## src/rtl/control_cmd_drawrect_pkg.sv

```systemverilog
// Shared types and sizing for the draw-rectangle command decoder.
// Holds address types, rectangle mode, FSM states and small helpers.
package control_cmd_drawrect_pkg;

  localparam int unsigned ColAddrWidth   = 8;
  localparam int unsigned RowAddrWidth   = 8;
  localparam int unsigned PixelAddrWidth = 2;

  localparam int unsigned DefBytesPerPixel = 2;
  localparam int unsigned DefPanelWidth    = 64;
  localparam int unsigned DefPanelHeight   = 32;

  typedef logic [ColAddrWidth-1:0]   col_addr_t;
  typedef logic [RowAddrWidth-1:0]   row_addr_t;
  typedef logic [PixelAddrWidth-1:0] pixel_addr_t;

  // One guard bit so start + length cannot wrap.
  typedef logic [ColAddrWidth:0] col_ext_t;
  typedef logic [RowAddrWidth:0] row_ext_t;

  typedef enum logic {
    RectSolid   = 1'b0,
    RectOutline = 1'b1
  } rect_mode_t;

  typedef enum logic [3:0] {
    StX1, StY1, StW, StH, StMode, StColor, StSetup, StStart, StWrite, StDone
  } state_t;

  function automatic int unsigned num_bytes_to_contain(input int unsigned bits);
    return (bits + 7) / 8;
  endfunction

  localparam int unsigned Ncb          = num_bytes_to_contain(ColAddrWidth);
  localparam int unsigned ColByteWidth = Ncb * 8;

  function automatic logic [7:0] color_byte(input logic [31:0] color, input pixel_addr_t idx);
    return 8'(color >> {idx, 3'b000});
  endfunction

endpackage

```

## src/rtl/control_cmd_drawrect_if.sv

```systemverilog
// Command byte stream in, frame-buffer write port out.
interface control_cmd_drawrect_if;
  import control_cmd_drawrect_pkg::*;

  logic [7:0]  data_in;
  logic        enable;
  row_addr_t   row;
  col_addr_t   column;
  pixel_addr_t pixel;
  logic [7:0]  data_out;
  logic        ram_write_enable;
  logic        ram_access_start;
  logic        ready_for_data;
  logic        done;

  modport master (
    output data_in, enable,
    input  row, column, pixel, data_out, ram_write_enable, ram_access_start, ready_for_data, done
  );

  modport slave (
    input  data_in, enable,
    output row, column, pixel, data_out, ram_write_enable, ram_access_start, ready_for_data, done
  );

endinterface

```

## src/rtl/control_cmd_drawrect_scan.sv

```systemverilog
// Row-major scan over a clipped rectangle, solid or one-pixel outline.
// Emits the current row/column/pixel-byte and flags the final byte.
module control_cmd_drawrect_scan
  import control_cmd_drawrect_pkg::*;
#(
  parameter int unsigned BYTES_PER_PIXEL = DefBytesPerPixel
) (
  input  logic        clk,
  input  logic        reset,
  input  logic        load,
  input  logic        advance,
  input  col_addr_t   x1,
  input  col_addr_t   x_end,
  input  col_ext_t    x_last,
  input  row_addr_t   y1,
  input  row_addr_t   y_end,
  input  row_ext_t    y_last,
  input  rect_mode_t  mode,
  output row_addr_t   row,
  output col_addr_t   column,
  output pixel_addr_t pixel,
  output logic        last
);

  localparam pixel_addr_t PixTop = pixel_addr_t'(BYTES_PER_PIXEL - 1);

  logic      full_row;
  logic      right_drawn;
  col_addr_t row_last_col;

  always_comb begin
    right_drawn = x_last <= {1'b0, x_end};
    full_row    = (mode == RectSolid) || (row == y1) || ({1'b0, row} == y_last);
    // Outline side rows visit only x1 and, if not clipped, x_last.
    if (full_row) begin
      row_last_col = x_end;
    end else if (right_drawn) begin
      row_last_col = col_addr_t'(x_last);
    end else begin
      row_last_col = x1;
    end
    last = (pixel == '0) && (row == y_end) && (column == row_last_col);
  end

  always_ff @(posedge clk or posedge reset) begin
    if (reset) begin
      row    <= '0;
      column <= '0;
      pixel  <= '0;
    end else if (load) begin
      row    <= y1;
      column <= x1;
      pixel  <= PixTop;
    end else if (advance && !last) begin
      if (pixel != '0) begin
        pixel <= pixel - pixel_addr_t'(1);
      end else begin
        pixel <= PixTop;
        if (column != row_last_col) begin
          column <= full_row ? column + col_addr_t'(1) : row_last_col;
        end else begin
          column <= x1;
          row    <= row + row_addr_t'(1);
        end
      end
    end
  end

endmodule

```

## src/rtl/control_cmd_drawrect.sv

```systemverilog
// Draw-rectangle command: captures x1/y1/width/height/mode/colour bytes,
// clips to the panel and writes the frame buffer one byte per cycle.
module control_cmd_drawrect
  import control_cmd_drawrect_pkg::*;
#(
  parameter int unsigned BYTES_PER_PIXEL = DefBytesPerPixel,
  parameter int unsigned PANEL_WIDTH     = DefPanelWidth,
  parameter int unsigned PANEL_HEIGHT    = DefPanelHeight
) (
  input logic                  clk,
  input logic                  reset,
  control_cmd_drawrect_if.slave bus
);

  localparam int unsigned ColorWidth = BYTES_PER_PIXEL * 8;
  localparam pixel_addr_t PixTop     = pixel_addr_t'(BYTES_PER_PIXEL - 1);

  state_t                  state_q;
  logic [1:0]              byte_cnt_q;
  logic [ColByteWidth-1:0] x1_raw_q;
  logic [ColByteWidth-1:0] width_raw_q;
  row_addr_t               y1_q;
  row_addr_t               height_q;
  rect_mode_t              mode_q;
  logic [ColorWidth-1:0]   color_q;
  col_ext_t                x_last_q;
  row_ext_t                y_last_q;
  col_addr_t               x_end_q;
  row_addr_t               y_end_q;
  logic [7:0]              data_out_q;
  logic                    wr_en_q;
  logic                    start_q;
  logic                    done_q;
  logic                    ready_q;

  col_addr_t   x1;
  col_addr_t   width;
  col_ext_t    x_last_c;
  row_ext_t    y_last_c;
  col_addr_t   x_end_c;
  row_addr_t   y_end_c;
  logic        empty_c;
  logic [31:0] color32;

  row_addr_t   scan_row;
  col_addr_t   scan_col;
  pixel_addr_t scan_pix;
  logic        scan_last;

  always_comb begin
    x1       = col_addr_t'(x1_raw_q);
    width    = col_addr_t'(width_raw_q);
    x_last_c = {1'b0, x1} + {1'b0, width} - col_ext_t'(1);
    y_last_c = {1'b0, y1_q} + {1'b0, height_q} - row_ext_t'(1);
    x_end_c  = (x_last_c > col_ext_t'(PANEL_WIDTH - 1)) ? col_addr_t'(PANEL_WIDTH - 1)
                                                         : col_addr_t'(x_last_c);
    y_end_c  = (y_last_c > row_ext_t'(PANEL_HEIGHT - 1)) ? row_addr_t'(PANEL_HEIGHT - 1)
                                                          : row_addr_t'(y_last_c);
    empty_c  = (width == '0) || (height_q == '0) ||
               ({1'b0, x1} >= col_ext_t'(PANEL_WIDTH)) ||
               ({1'b0, y1_q} >= row_ext_t'(PANEL_HEIGHT));
    color32  = 32'(color_q);
  end

  control_cmd_drawrect_scan #(
    .BYTES_PER_PIXEL(BYTES_PER_PIXEL)
  ) u_scan (
    .clk    (clk),
    .reset  (reset),
    .load   (state_q == StStart),
    .advance(state_q == StWrite),
    .x1     (x1),
    .x_end  (x_end_q),
    .x_last (x_last_q),
    .y1     (y1_q),
    .y_end  (y_end_q),
    .y_last (y_last_q),
    .mode   (mode_q),
    .row    (scan_row),
    .column (scan_col),
    .pixel  (scan_pix),
    .last   (scan_last)
  );

  always_ff @(posedge clk or posedge reset) begin
    if (reset) begin
      state_q     <= StX1;
      byte_cnt_q  <= '0;
      x1_raw_q    <= '0;
      width_raw_q <= '0;
      y1_q        <= '0;
      height_q    <= '0;
      mode_q      <= RectSolid;
      color_q     <= '0;
      x_last_q    <= '0;
      y_last_q    <= '0;
      x_end_q     <= '0;
      y_end_q     <= '0;
      data_out_q  <= '0;
      wr_en_q     <= 1'b0;
      start_q     <= 1'b0;
      done_q      <= 1'b0;
      ready_q     <= 1'b1;
    end else begin
      start_q <= 1'b0;
      done_q  <= 1'b0;
      case (state_q)
        StX1: if (bus.enable) begin
          x1_raw_q <= (x1_raw_q << 8) | ColByteWidth'(bus.data_in);
          if (byte_cnt_q == 2'(Ncb - 1)) begin
            byte_cnt_q <= '0;
            state_q    <= StY1;
          end else begin
            byte_cnt_q <= byte_cnt_q + 2'd1;
          end
        end
        StY1: if (bus.enable) begin
          y1_q    <= bus.data_in;
          state_q <= StW;
        end
        StW: if (bus.enable) begin
          width_raw_q <= (width_raw_q << 8) | ColByteWidth'(bus.data_in);
          if (byte_cnt_q == 2'(Ncb - 1)) begin
            byte_cnt_q <= '0;
            state_q    <= StH;
          end else begin
            byte_cnt_q <= byte_cnt_q + 2'd1;
          end
        end
        StH: if (bus.enable) begin
          height_q <= bus.data_in;
          state_q  <= StMode;
        end
        StMode: if (bus.enable) begin
          mode_q  <= rect_mode_t'(bus.data_in[0]);
          state_q <= StColor;
        end
        StColor: if (bus.enable) begin
          color_q <= (color_q << 8) | ColorWidth'(bus.data_in);
          if (byte_cnt_q == 2'(BYTES_PER_PIXEL - 1)) begin
            byte_cnt_q <= '0;
            ready_q    <= 1'b0;
            state_q    <= StSetup;
          end else begin
            byte_cnt_q <= byte_cnt_q + 2'd1;
          end
        end
        StSetup: begin
          x_last_q <= x_last_c;
          y_last_q <= y_last_c;
          x_end_q  <= x_end_c;
          y_end_q  <= y_end_c;
          if (empty_c) begin
            done_q  <= 1'b1;
            ready_q <= 1'b1;
            state_q <= StDone;
          end else begin
            start_q <= 1'b1;
            state_q <= StStart;
          end
        end
        StStart: begin
          wr_en_q    <= 1'b1;
          data_out_q <= color_byte(color32, PixTop);
          state_q    <= StWrite;
        end
        StWrite: begin
          if (scan_last) begin
            wr_en_q <= 1'b0;
            done_q  <= 1'b1;
            ready_q <= 1'b1;
            state_q <= StDone;
          end else begin
            // Byte for the scan position the generator moves to this edge.
            data_out_q <= color_byte(color32, (scan_pix == '0) ? PixTop
                                                               : scan_pix - pixel_addr_t'(1));
          end
        end
        StDone: begin
          width_raw_q <= '0;
          y1_q        <= '0;
          height_q    <= '0;
          mode_q      <= RectSolid;
          color_q     <= '0;
          byte_cnt_q  <= '0;
          data_out_q  <= '0;
          // ready_for_data is high here, so a byte now is the first x1 byte.
          x1_raw_q <= bus.enable ? ColByteWidth'(bus.data_in) : '0;
          state_q  <= StX1;
          if (bus.enable) begin
            if (Ncb == 1) begin
              state_q <= StY1;
            end else begin
              byte_cnt_q <= 2'd1;
            end
          end
        end
        default: state_q <= StX1;
      endcase
    end
  end

  always_comb begin
    bus.row              = scan_row;
    bus.column           = scan_col;
    bus.pixel            = scan_pix;
    bus.data_out         = data_out_q;
    bus.ram_write_enable = wr_en_q;
    bus.ram_access_start = start_q;
    bus.ready_for_data   = ready_q;
    bus.done             = done_q;
  end

endmodule

```

## src/flat_wrapper.sv

```systemverilog
// flat-port wrapper written by rule: the top's interface ports become plain ports
module control_cmd_drawrect_flat import control_cmd_drawrect_pkg::*;
#(
  parameter int unsigned BYTES_PER_PIXEL = DefBytesPerPixel,
  parameter int unsigned PANEL_WIDTH     = DefPanelWidth,
  parameter int unsigned PANEL_HEIGHT    = DefPanelHeight
)
  (clk, reset, bus_data_in, bus_enable, bus_row, bus_column, bus_pixel, bus_data_out, bus_ram_write_enable, bus_ram_access_start, bus_ready_for_data, bus_done);
  control_cmd_drawrect_if bus_i ();
  input logic clk;
  input logic reset;
  input wire logic [$bits(bus_i.data_in)-1:0] bus_data_in;
  input wire logic [$bits(bus_i.enable)-1:0] bus_enable;
  output wire logic [$bits(bus_i.row)-1:0] bus_row;
  output wire logic [$bits(bus_i.column)-1:0] bus_column;
  output wire logic [$bits(bus_i.pixel)-1:0] bus_pixel;
  output wire logic [$bits(bus_i.data_out)-1:0] bus_data_out;
  output wire logic [$bits(bus_i.ram_write_enable)-1:0] bus_ram_write_enable;
  output wire logic [$bits(bus_i.ram_access_start)-1:0] bus_ram_access_start;
  output wire logic [$bits(bus_i.ready_for_data)-1:0] bus_ready_for_data;
  output wire logic [$bits(bus_i.done)-1:0] bus_done;
  assign bus_i.data_in = bus_data_in;
  assign bus_i.enable = bus_enable;
  assign bus_row = bus_i.row;
  assign bus_column = bus_i.column;
  assign bus_pixel = bus_i.pixel;
  assign bus_data_out = bus_i.data_out;
  assign bus_ram_write_enable = bus_i.ram_write_enable;
  assign bus_ram_access_start = bus_i.ram_access_start;
  assign bus_ready_for_data = bus_i.ready_for_data;
  assign bus_done = bus_i.done;
  control_cmd_drawrect #(.BYTES_PER_PIXEL(BYTES_PER_PIXEL), .PANEL_WIDTH(PANEL_WIDTH), .PANEL_HEIGHT(PANEL_HEIGHT)) u_core (.clk(clk), .reset(reset), .bus(bus_i));
endmodule
```

## config.mk

```make
export PLATFORM = sky130hd
export DESIGN_NAME = control_cmd_drawrect_flat
export DESIGN_NICKNAME = d
export VERILOG_FILES = /design/src/rtl/control_cmd_drawrect_pkg.sv /design/src/rtl/control_cmd_drawrect_if.sv /design/src/rtl/control_cmd_drawrect_scan.sv /design/src/rtl/control_cmd_drawrect.sv /design/src/flat_wrapper.sv
export SDC_FILE = /design/constraint.sdc
export NUM_CORES = 1
export LEC_CHECK = 0
export ABC_AREA = 1
export CELL_PAD_IN_SITES_DETAIL_PLACEMENT = 0
export CELL_PAD_IN_SITES_GLOBAL_PLACEMENT = 1
export CORE_ASPECT_RATIO = 0.9
export CORE_UTILIZATION = 41
export DETAILED_ROUTE_END_ITERATION = 7
export GPL_ROUTABILITY_DRIVEN = 0
export PLACE_DENSITY = 0.76
export SLEW_MARGIN = 5
export SYNTH_ARGS = -nofsm -noshare
export SYNTH_HDL_FRONTEND = slang
export SYNTH_SLANG_ARGS = --single-unit
```

## constraint.sdc

```tcl
create_clock -name clk -period 3.45 [get_ports clk]
set_input_delay 0.5175 -clock clk [delete_from_list [all_inputs] [get_ports clk]]
set_output_delay 0.5175 -clock clk [all_outputs]
set_load 0.02 [all_outputs]
```

Word level (Yosys, flattened, before mapping). Index checks and enable logic that the tools add are counted.

Bits of input ports: 11. Logic and storage cells: 165. Flip-flop bits (word level): 119.

Magnitude comparators: 5. Reductions and logical operators: 40. Equal/unequal tests: 30. Shift-type cells: 1. Add/sub/neg operators: 8. Multiplexer cells: 59. Bitwise operators: 2.

Operators by type and width (count): 8-bit 2-to-1 mux (16); 8-bit case mux with 2 select lines (4); 4-bit 2-to-1 mux (11); 4-bit case mux with 10 select lines (1); 16-bit case mux with 2 select lines (1); 8-bit == test (3); 8-bit case mux with 3 select lines (1); 8-bit by 8-bit adder with 9-bit output (2); 2-bit != test (second input constant) (9); 2-bit AND reduction (9); 2-bit nonzero test (9); 9-bit by 1-bit subtractor with 9-bit output (second input constant) (2); 8-bit by 1-bit adder with 8-bit output (second input constant) (2); 4-bit by 3-bit == test with 1-bit output (second input constant) (4); 8-bit logical NOT (2); 16-bit 2-to-1 mux (1); 2-bit 2-to-1 mux (8); 16-bit by 8-bit OR with 16-bit output (1); 16-bit by 5-bit right shift with 8-bit output (1); 2-bit by 1-bit != test with 1-bit output (second input constant) (6); 1-bit 2-to-1 mux (11); 10-bit AND reduction (1); 8-bit by 9-bit == test with 1-bit output (1); 9-bit by 5-bit greater-than comparator with 1-bit output (second input constant) (1); 24 further kinds (38).

Longest topological paths before layout. Gate-level depths: netlist of run 1.

Depth after elaboration: 10. Gate-level depth with buffers: 25. Gate-level depth less buffers: 25.

By module. A second synthesis of run 1 with hierarchy kept.

Cells, all modules: 1067. Area, all modules: 7754.9 um^2.

By module, submodules not included: control_cmd_drawrect (seq. area each 2528.7 um^2, area an instance 5380.2 um^2, cells each 664, times used 1); control_cmd_drawrect_scan (seq. area each 450.4 um^2, area an instance 2374.8 um^2, cells each 403, times used 1).

Worst setup path after synthesis of run 1. No wires, ideal clock.

Path kind: flip-flop to flip-flop. From: register u_core.x1_raw_q[3], in the netlist u_core.x1[3]. To: register u_core.x_end_q[0]. Setup time: 138 ps. Slack: 1002 ps. Buffers on the path: 1. Cell stages (with the launch flop): 18. Data arrival time: 2310 ps. Required time: 3312 ps. Cell sequence: dfrtp_1 inv_1 ha_1 inv_1 ha_1 a21oi_1 nand2_1 a21oi_1 inv_1 nand2_1 nand2_1 nand2_1 nand2_1 a21oi_1 xor2_1 and3_1 clkbuf_1 a22oi_1.

Cells in the longest elaborated chain, start to end: 4.

Ends and longest elaborated chain: from (decl) (RTL line control_cmd_drawrect.sv:20) `logic [ColByteWidth-1:0] x1_raw_q;`; from (signal assigned) (RTL line control_cmd_drawrect.sv:109) `x1_raw_q <= (x1_raw_q << 8) | ColByteWidth'(bus.data_in);`; from (signal assigned) (RTL line control_cmd_drawrect.sv:188) `x1_raw_q <= bus.enable ? ColByteWidth'(bus.data_in) : '0;`; 8-bit by 8-bit adder with 9-bit output (RTL line control_cmd_drawrect.sv:53) `x_last_c = {1'b0, x1} + {1'b0, width} - col_ext_t'(1);`; 9-bit by 1-bit subtractor with 9-bit output (RTL line control_cmd_drawrect.sv:53); 9-bit by 6-bit greater-than comparator with 1-bit output (RTL line control_cmd_drawrect.sv:55) `x_end_c = (x_last_c > col_ext_t'(PANEL_WIDTH - 1)) ? col_addr_t'(PANEL_WIDTH - 1)`; 8-bit 2-to-1 mux (RTL line control_cmd_drawrect.sv:55); to (signal assigned) (RTL line control_cmd_drawrect.sv:151) `x_end_q <= x_end_c;`; to (decl) (RTL line control_cmd_drawrect.sv:28) `col_addr_t x_end_q;`.

No other way between the ends. A chain may end at the register's enable or synchronous reset.

Final worst setup path of run 1.
From: register u_core.x_last_q[7]. To: register u_core.u_scan.row[4].

Cells in the longest elaborated chain, start to end: 9. Elaborated cells between the ends (all ways): 11. Those cells by class: order compare (1); eq/ne (3); mux (2); reduce/logical (5).

Ends and longest elaborated chain: from (decl) (RTL line control_cmd_drawrect.sv:26) `col_ext_t x_last_q;`; from (signal assigned) (RTL line control_cmd_drawrect.sv:149) `x_last_q <= x_last_c;`; 9-bit by 8-bit <= comparator with 1-bit output (RTL line control_cmd_drawrect_scan.sv:32) `right_drawn = x_last <= {1'b0, x_end};`; 8-bit 2-to-1 mux * (RTL line control_cmd_drawrect_scan.sv:37) `end else if (right_drawn) begin`; 8-bit 2-to-1 mux * (RTL line control_cmd_drawrect_scan.sv:35) `if (full_row) begin`; 8-bit == test (RTL line control_cmd_drawrect_scan.sv:42) `last = (pixel == '0) && (row == y_end) && (column == row_last_col);`; 1-bit logical AND (RTL line control_cmd_drawrect_scan.sv:42); 1-bit logical NOT (RTL line control_cmd_drawrect_scan.sv:54) `end else if (advance && !last) begin`; 1-bit logical AND (RTL line control_cmd_drawrect_scan.sv:54); 2-bit nonzero test (no source line); 3-bit AND reduction (no source line) *; to (signal assigned) (RTL line control_cmd_drawrect_scan.sv:51) `row <= y1;`; to (signal assigned) (RTL line control_cmd_drawrect_scan.sv:63) `row <= row + row_addr_t'(1);`; to (decl) (RTL line control_cmd_drawrect_scan.sv:19) `output row_addr_t row,`.

Every way passes the cells marked *; elsewhere a longest branch is shown, timed or not.

==> results of run 1 <==
final cells by class:
| cell class | count | share of cell area (%) |
|---|---|---|
| multi-input combinational | 659 | 42.2 |
| sequential | 119 | 34.4 |
| inverter | 173 | 7.58 |
| timing repair buffer | 51 | 5.73 |
| clock buffer | 23 | 5.41 |
| tap | 240 | 3.47 |
| clock inverter | 9 | 1.17 |
cell usage in the layout, fill, tap and decap left out, types with 3 or more instances in the layout:
| master | Yosys | routed |
|---|---|---|
| nand2_4 | 5 | 5 |
| clkinv_2 | 0 | 5 |
| buf_4 | 0 | 10 |
| nor2_4 | 3 | 3 |
| or2_2 | 3 | 3 |
| nand3_2 | 3 | 3 |
| a21oi_1 | 33 | 33 |
| o22ai_1 | 14 | 14 |
| mux2_2 | 6 | 6 |
| inv_2 | 7 | 7 |
| clkbuf_1 | 20 | 4 |
| o21bai_1 | 3 | 3 |
| nand2_2 | 9 | 9 |
| ha_1 | 44 | 44 |
| nand3_1 | 72 | 72 |
| nor3_1 | 6 | 6 |
| clkbuf_16 | 0 | 17 |
| xor2_1 | 15 | 15 |
| clkdlybuf4s50_1 | 0 | 40 |
| o21ai_0 | 79 | 79 |
| nand2_1 | 242 | 242 |
| a22oi_1 | 16 | 16 |
| nand4_1 | 14 | 14 |
| inv_1 | 165 | 164 |
| nor2_1 | 60 | 60 |
| dfrtp_1 | 118 | 118 |
| xnor2_1 | 3 | 3 |
how the worst max path moves through the flow:
stage / cells after the start / slack, ns / end / startpoint
floorplan: 17 / 1.00 / u_core.x_end_q[0] / u_core.x1[3]
global placement: 20 / 0.55 / u_core.u_scan.row[2] / u_core.x_end_q[6]
detailed placement: 20 / 0.55 / u_core.u_scan.row[5] / u_core.x_end_q[6]
CTS: 19 / 0.51 / u_core.u_scan.row[4] / u_core.x_last_q[7]
global route: 20 / 0.13 / u_core.u_scan.row[4] / u_core.x_end_q[6]
finish: 19 / 0.51 / u_core.u_scan.row[4] / u_core.x_last_q[7]
power groups by stage:
stage                     Sequential, mW  Combinational (mW)  Clock [mW]
after floorplan                     2.39                3.80           0
after global placement              2.39                5.15           0
after detailed placement            2.40                5.20           0
after CTS                           2.38                5.23        1.78
after global routing                2.46                5.96        1.85
final                               2.39                5.17        1.75
synth_stat cells, types with 3 or more instances:
| library cell | count | area, sq um |
|---|---|---|
| nand2_2 | 9 | 56.3 |
| or2_2 | 3 | 18.8 |
| xnor2_1 | 3 | 26.3 |
| nor2_4 | 3 | 33.8 |
| nand3_2 | 3 | 30.0 |
| nand2_1 | 242 | 908 |
| o21bai_1 | 3 | 22.5 |
| inv_1 | 165 | 619 |
| ha_1 | 44 | 551 |
| nand2_4 | 5 | 56.3 |
| o21ai_0 | 79 | 395 |
| inv_2 | 7 | 26.3 |
| mux2_2 | 6 | 67.6 |
| o22ai_1 | 14 | 87.6 |
| a22oi_1 | 16 | 120 |
| a21oi_1 | 33 | 165 |
| nor3_1 | 6 | 30.0 |
| nand3_1 | 72 | 360 |
| dfrtp_1 | 118 | 2950 |
| nand4_1 | 14 | 87.6 |
| buf_6 | 7 | 78.8 |
| clkbuf_1 | 20 | 75.1 |
| xor2_1 | 15 | 131 |
| nor2_1 | 60 | 225 |
worst reg2reg max path, cell delays in order, from the launching register on:
cell and delay [ns]:
dfrtp_1 0.40, ha_1 0.32, nand2_1 0.07, nor2_2 0.16, nand4_2 0.26, nand2_4 0.20
nand2_1 0.06, nand2_1 0.08, nand2_1 0.08, nand2_1 0.08, nand2_1 0.05, nand2_1 0.05
nand2_1 0.11, nor2_4 0.15, nand3_2 0.12, nand2_2 0.15, nand2_2 0.21, nand2_4 0.21
nand2_1 0.06, nand2_1 0.07
cells by family (layout without fill, tap and decap cells):
kind of cell | Yosys count | count (layout) | share of synthesized area, %
xor+xnor | 20 | 20 | 2.56
fa+ha+maj | 46 | 46 | 7.94
flops | 119 | 119 | 40.1
mux | 6 | 6 | 0.908
simple gates | 427 | 427 | 25.4
buf+inv | 200 | 256 | 10.8
compound gates | 160 | 160 | 12.3
metrics by stage:
stage | std cells | setup WS [ns]
after floorplan | 978 | 1.00
after global placement | 1242 | 0.553
after CTS | 1274 | 0.511
final | 1274 | 0.505
after detailed placement | 1242 | 0.549
after global routing | 1274 | 0.134
layer usage:
metal  vias to the layer above  global-route usage, %  part of all wire, %
li1                       3235                      -                    -
met2                       105                   36.8                   46
met3                        17                   4.59                  3.2
met5                         -                      0                    0
met1                      3019                   32.3                   49
met4                         0                   6.45                  1.4
==> run summary, run 1 <==
EDFF count, synth - 0
worst r2r dst - u_core.u_scan.row[4]
CTS resizes - 0
Fillers - 1,784
Slew @ Worst Pin - 1.09 ns
minimum clock period - 2.94 ns
dpl hpwl - 14.8 mm
aggregate global-route resource usage - 23.3%
Seq pwr share - 25.6%
drt first pass iters - 6
clk root buf - clkbuf_16
Routed WL - 20.1 mm
routed length per instance - 15.8 um
Clock Path Buffers - 2
maximum vdd drop - 865 uV
Routed Antenna Nets - 0
setup slack, reg-to-reg - 0.51 ns
Worst Path Buf+Inv - 0
ys async rst share - 100%
Buffers on Ports - 40
Synth Register Bits - 119
vias in the first global route - 6,050
crit path cell chain - ha_1, nand2_1, nor2_2, nand4_2, nand2_4, nand2_1, nand2_1, nand2_1, nand2_1, nand2_1, nand2_1, nand2_1, nor2_4, nand3_2, nand2_2, nand2_2, nand2_4, nand2_1, nand2_1
max cap viols - 0
TritonCTS clock tree - yes
drt drc - 0
register name with the most flops - u_core.color_q
P_sw - 4.30 mW
Max H-tree Level - 4
Combinational Power Share - 55.6%
Die Span X - 144 um
unrepaired setup endpoints after global routing - false
highest clock rate - 340 MHz
Fin. Hold Viols - 0
Pins Over Slew Limit - 0
CP delay by family, top - simple AND/OR/NAND/NOR gates
n_diodes - 0
core area - 17,700 sq um
Period Utilization, post-route - 85.3%
sequential share of the synthesized area - 40.1%
Leakage Power - 4.43 nW
layout cells sized above 1 - 8.51%
max reg flops - 16
YS warnings - 0
first-pass GRT wire length - 32.4 mm
Post-Syn Area - 7440 sq um
RR Startpoint - u_core.x_last_q[7]
die area - 18,700 sq um
I/O pins - 41
Cell variety after synth - 46
hold_sp - u_core.bus.ready_for_data
std cell rows - 46
worst hold path class - reg2reg
final total power - 9.30 mW
utilization after layout - 49.0%
CTS Hold Bufs - 0
CP max-delay cell - dfrtp_1
setup_tns - 0 ns
clock-pin transition on the worst setup and hold timing paths - 0.06 ns
Setup crit start kind - flop
Pwr Density - 1070 nW/um^2
Mean Syn Cell Area - 7.61 sq um
Setup-failing EPs final - 0
design area - 8650 sq um
largest net degree at the start of global routing - 120
Vias - 6,376
Sw Ratio - 46.3%
clock latency on the worst-skew pair - 0.42 ns
initial antenna violation count - 0
clock sinks - 119
initial detailed-routing violation count - 483
Clk pwr share - 18.8%
final hold slack - 0.464 ns
prevailing post-synth register cell - dfrtp_1
clock skew - 0.0151 ns
clock buffer count from CTS - 17
multi-input logic area - 3650 sq um
Critical Path AT - 3.30 ns
Cell Int Power - 5.00 mW
Post-CTS Setup Inserts - 0
DR vias/cell - 5.00
Max stage delay on crit path - 0.40 ns
Starting Density - 42.1%
Area Overhead vs Synth - 16.3%
total gr overflow - 0
area of placed instances - 8080 sq um
nets - 1,078
FF-to-FF path depth - 19
Rel. slew slack - 27.0%
critical path fanouts, max - 11
Top Registers - u_core.color_q: 16 flops, u_core.x_last_q: 9 flops, u_core.y_last_q: 9 flops
Synthesized Nets - 1,035
most used cell, CP - nand2_1
Seq. cell area - 2980 sq um
CP Class - reg2reg
worst path required time - 3.81 ns
Worst Setup End Kind - flop
Die Ht - 130 um
status - completed
Syn Inst Count - 978
hold-critical path depth - 2
Hold Path End - u_core.bus.ready_for_data
(Power assumes the default switching activity.)
==> run 2: changes to the inputs <==
--- a/config.mk
+++ b/config.mk
@@ -17,3 +17,4 @@
 export SYNTH_ARGS = -nofsm -noshare
 export SYNTH_HDL_FRONTEND = slang
 export SYNTH_SLANG_ARGS = --single-unit
+export TNS_END_PERCENT = 20
==> results of run 2 <==
The final DEF is identical to that of run 1; final timing and power are the same.
==> run 3: changes to the inputs <==
==> constraint.sdc (replaced) <==
create_clock -name clk -period 2.65 [get_ports clk]
set_input_delay 0.3975 -clock clk [delete_from_list [all_inputs] [get_ports clk]]
set_output_delay 0.3975 -clock clk [all_outputs]
set_load 0.02 [all_outputs]
==> run 3 against run 2 <==
- the flow now finishes with violations (negative setup slack)
- via count increased by 7.2%
- sequential share of layout area fell by 3.6 points
- fmax up 9.4%
- global-route usage is 0.48 points higher
- clock skew fell by 0.0095 ns
- first-iteration DRC count fell by 4.3%
- count of clock-buffer cells in the layout is 4 lower
- final cell count rose by 5.8%
- critical path depth fell by 1
- die area is the same
==> run summary, run 3 (synthesis results as in run 1) <==
die area - 18,700 sq um
critical path fanouts, max - 8
design area - 9700 sq um
maximum vdd drop - 1070 uV
clk root buf - clkbuf_16
worst r2r dst - u_core.bus.data_out[1]
crit path cell chain - inv_2, nand2_2, nand2_1, nor2_1, nand3b_1, nor2_4, nor2_4, buf_6, nand2_4, nand3_1, nand2_1, nand2_2, nor2_4, nand4_1, nand2_2, clkbuf_16, nand2_1, o21ai_0
commonest cells after routing, fill and taps aside - nand2_1, inv_1, dfrtp_1
Pins Over Slew Limit - 0
initial detailed-routing violation count - 462
CP Class - reg2reg
setup_tns - -0.219 ns
worst path required time - 2.99 ns
Setup-failing EPs final - 8
Pwr Density - 1480 nW/um^2
Fin. Hold Viols - 0
highest clock rate - 372 MHz
area of placed instances - 8580 sq um
routed length per instance - 15.9 um
post-route setup slack - -0.0405 ns
worst hold path class - in2async
drt first pass iters - 4
Leakage Power - 4.84 nW
Critical Path AT - 3.03 ns
register name with the most flops - u_core.color_q
Area Overhead vs Synth - 30.4%
drt drc - 0
setup slack, reg-to-reg - -0.04 ns
Die Span X - 144 um
violated checks - negative setup slack
dpl cells - 1,301
RR Startpoint - u_core.u_scan.row[3]
clock buffer count from CTS - 17
Slew @ Worst Pin - 1.09 ns
I/O pins - 41
std cell rows - 46
max reg flops - 16
Routed Antenna Nets - 0
DR vias/cell - 5.07
first-pass GRT wire length - 33.4 mm
n_diodes - 0
worst setup path startpoint - u_core.u_scan.row[3]
clock skew - 0.00563 ns
Rel. slew slack - 27.1%
Die Ht - 130 um
Max stage delay on crit path - 0.48 ns
Worst Setup End Kind - flop
clock sinks - 119
max cap viols - 0
layout cells sized above 1 - 21.4%
vias in the first global route - 6,494
Clock Path Buffers - 2
Starting Density - 42.1%
minimum clock period - 2.69 ns
CTS Hold Bufs - 0
CP max-delay cell - dfrtp_1
Max H-tree Level - 4
Period Utilization, post-route - 102%
nets - 1,152
final hold slack - 0.409 ns
TritonCTS clock tree - yes
status - finished, violations left
Setup crit start kind - flop
aggregate global-route resource usage - 23.7%
Worst setup endpoint - u_core.bus.data_out[1]
core area - 17,700 sq um
Buffers on Ports - 40
non-filler cells, final - 1,348
clock latency on the worst-skew pair - 0.42 ns
Vias - 6,834
initial antenna violation count - 0
clock-pin transition on the worst setup and hold timing paths - 0.05 ns
total gr overflow - 0
Routed WL - 21.4 mm
FF-to-FF path depth - 18
commonest non-fill, non-tap cell in the layout - nand2_1
Top Registers - u_core.color_q: 16 flops, u_core.x_last_q: 9 flops, u_core.y_last_q: 9 flops
unrepaired setup endpoints after global routing - true
dpl hpwl - 15.8 mm
largest net degree at the start of global routing - 34
## run 3: how the worst min path moves through the flow
stage	start	to	slack (ns)	cells after the start
3_5_place_dp	u_core.bus.ready_for_data	u_core.bus.ready_for_data	0.46	2
2_1_floorplan	u_core.width[0]	u_core.width[0]	0.45	2
4_1_cts	reset	u_core.x_last_q[5]	0.43	2
3_3_place_gp	u_core.bus.ready_for_data	u_core.bus.ready_for_data	0.46	2
6_report	reset	u_core.x_end_q[7]	0.41	2
5_1_grt	reset	u_core.x_last_q[8]	0.46	2
## run 3: final cells by class
type                       count  area (sq um)
clock inverter                13           179
tap                          240           300
timing repair buffer         122          1120
clock buffer                  19           443
multi-input combinational    662          4010
fill                        1703          7970
sequential                   119          2990
inverter                     173           656
## run 3: stage by stage
stage | worst slack (ns) | util (%) | total power [mW]
6_report | -0.0405 | 54.9 | 14.4
5_1_grt | -0.231 | 54.9 | 15.6
4_1_cts | -0.00960 | 52.8 | 13.5
3_5_place_dp | -0.113 | 48.5 | 10.6
3_3_place_gp | -0.0698 | 48.5 | 10.6
2_1_floorplan | 0.202 | - | 8.06
## run 3: worst max-delay path: cells and delay by family, from the launching register on
kind,cells,cell delay (ns)
AO/OA/AOI/OAI,1,0.06
buffers and inverters,3,0.41
AND/OR/NAND/NOR,14,1.64
flip-flops,1,0.48
## run 3: power breakdown
group	total, mW	switching, mW	internal (mW)	leakage, nW
combinational	8.81	5.00	3.81	3.08
clock	2.46	0.865	1.59	0.295
sequential	3.12	0.550	2.57	1.47
## run 3: layer usage
metal	GRT usage [%]	up-vias	share of wire [%]
li1	-	3390	-
met1	32.1	3290	47
met2	38.8	126	47
met3	4.22	28	3.6
met4	7.13	0	1.7
met5	0	-	0
## run 3: repair_timing
action                     4_1_cts  5_1_grt
cloned                           2        2
hold endpoints to repair         0        0
setup endpoints to repair       33       46
pin swaps                       12       35
resized for setup               19       72
buffers inserted                 5        6
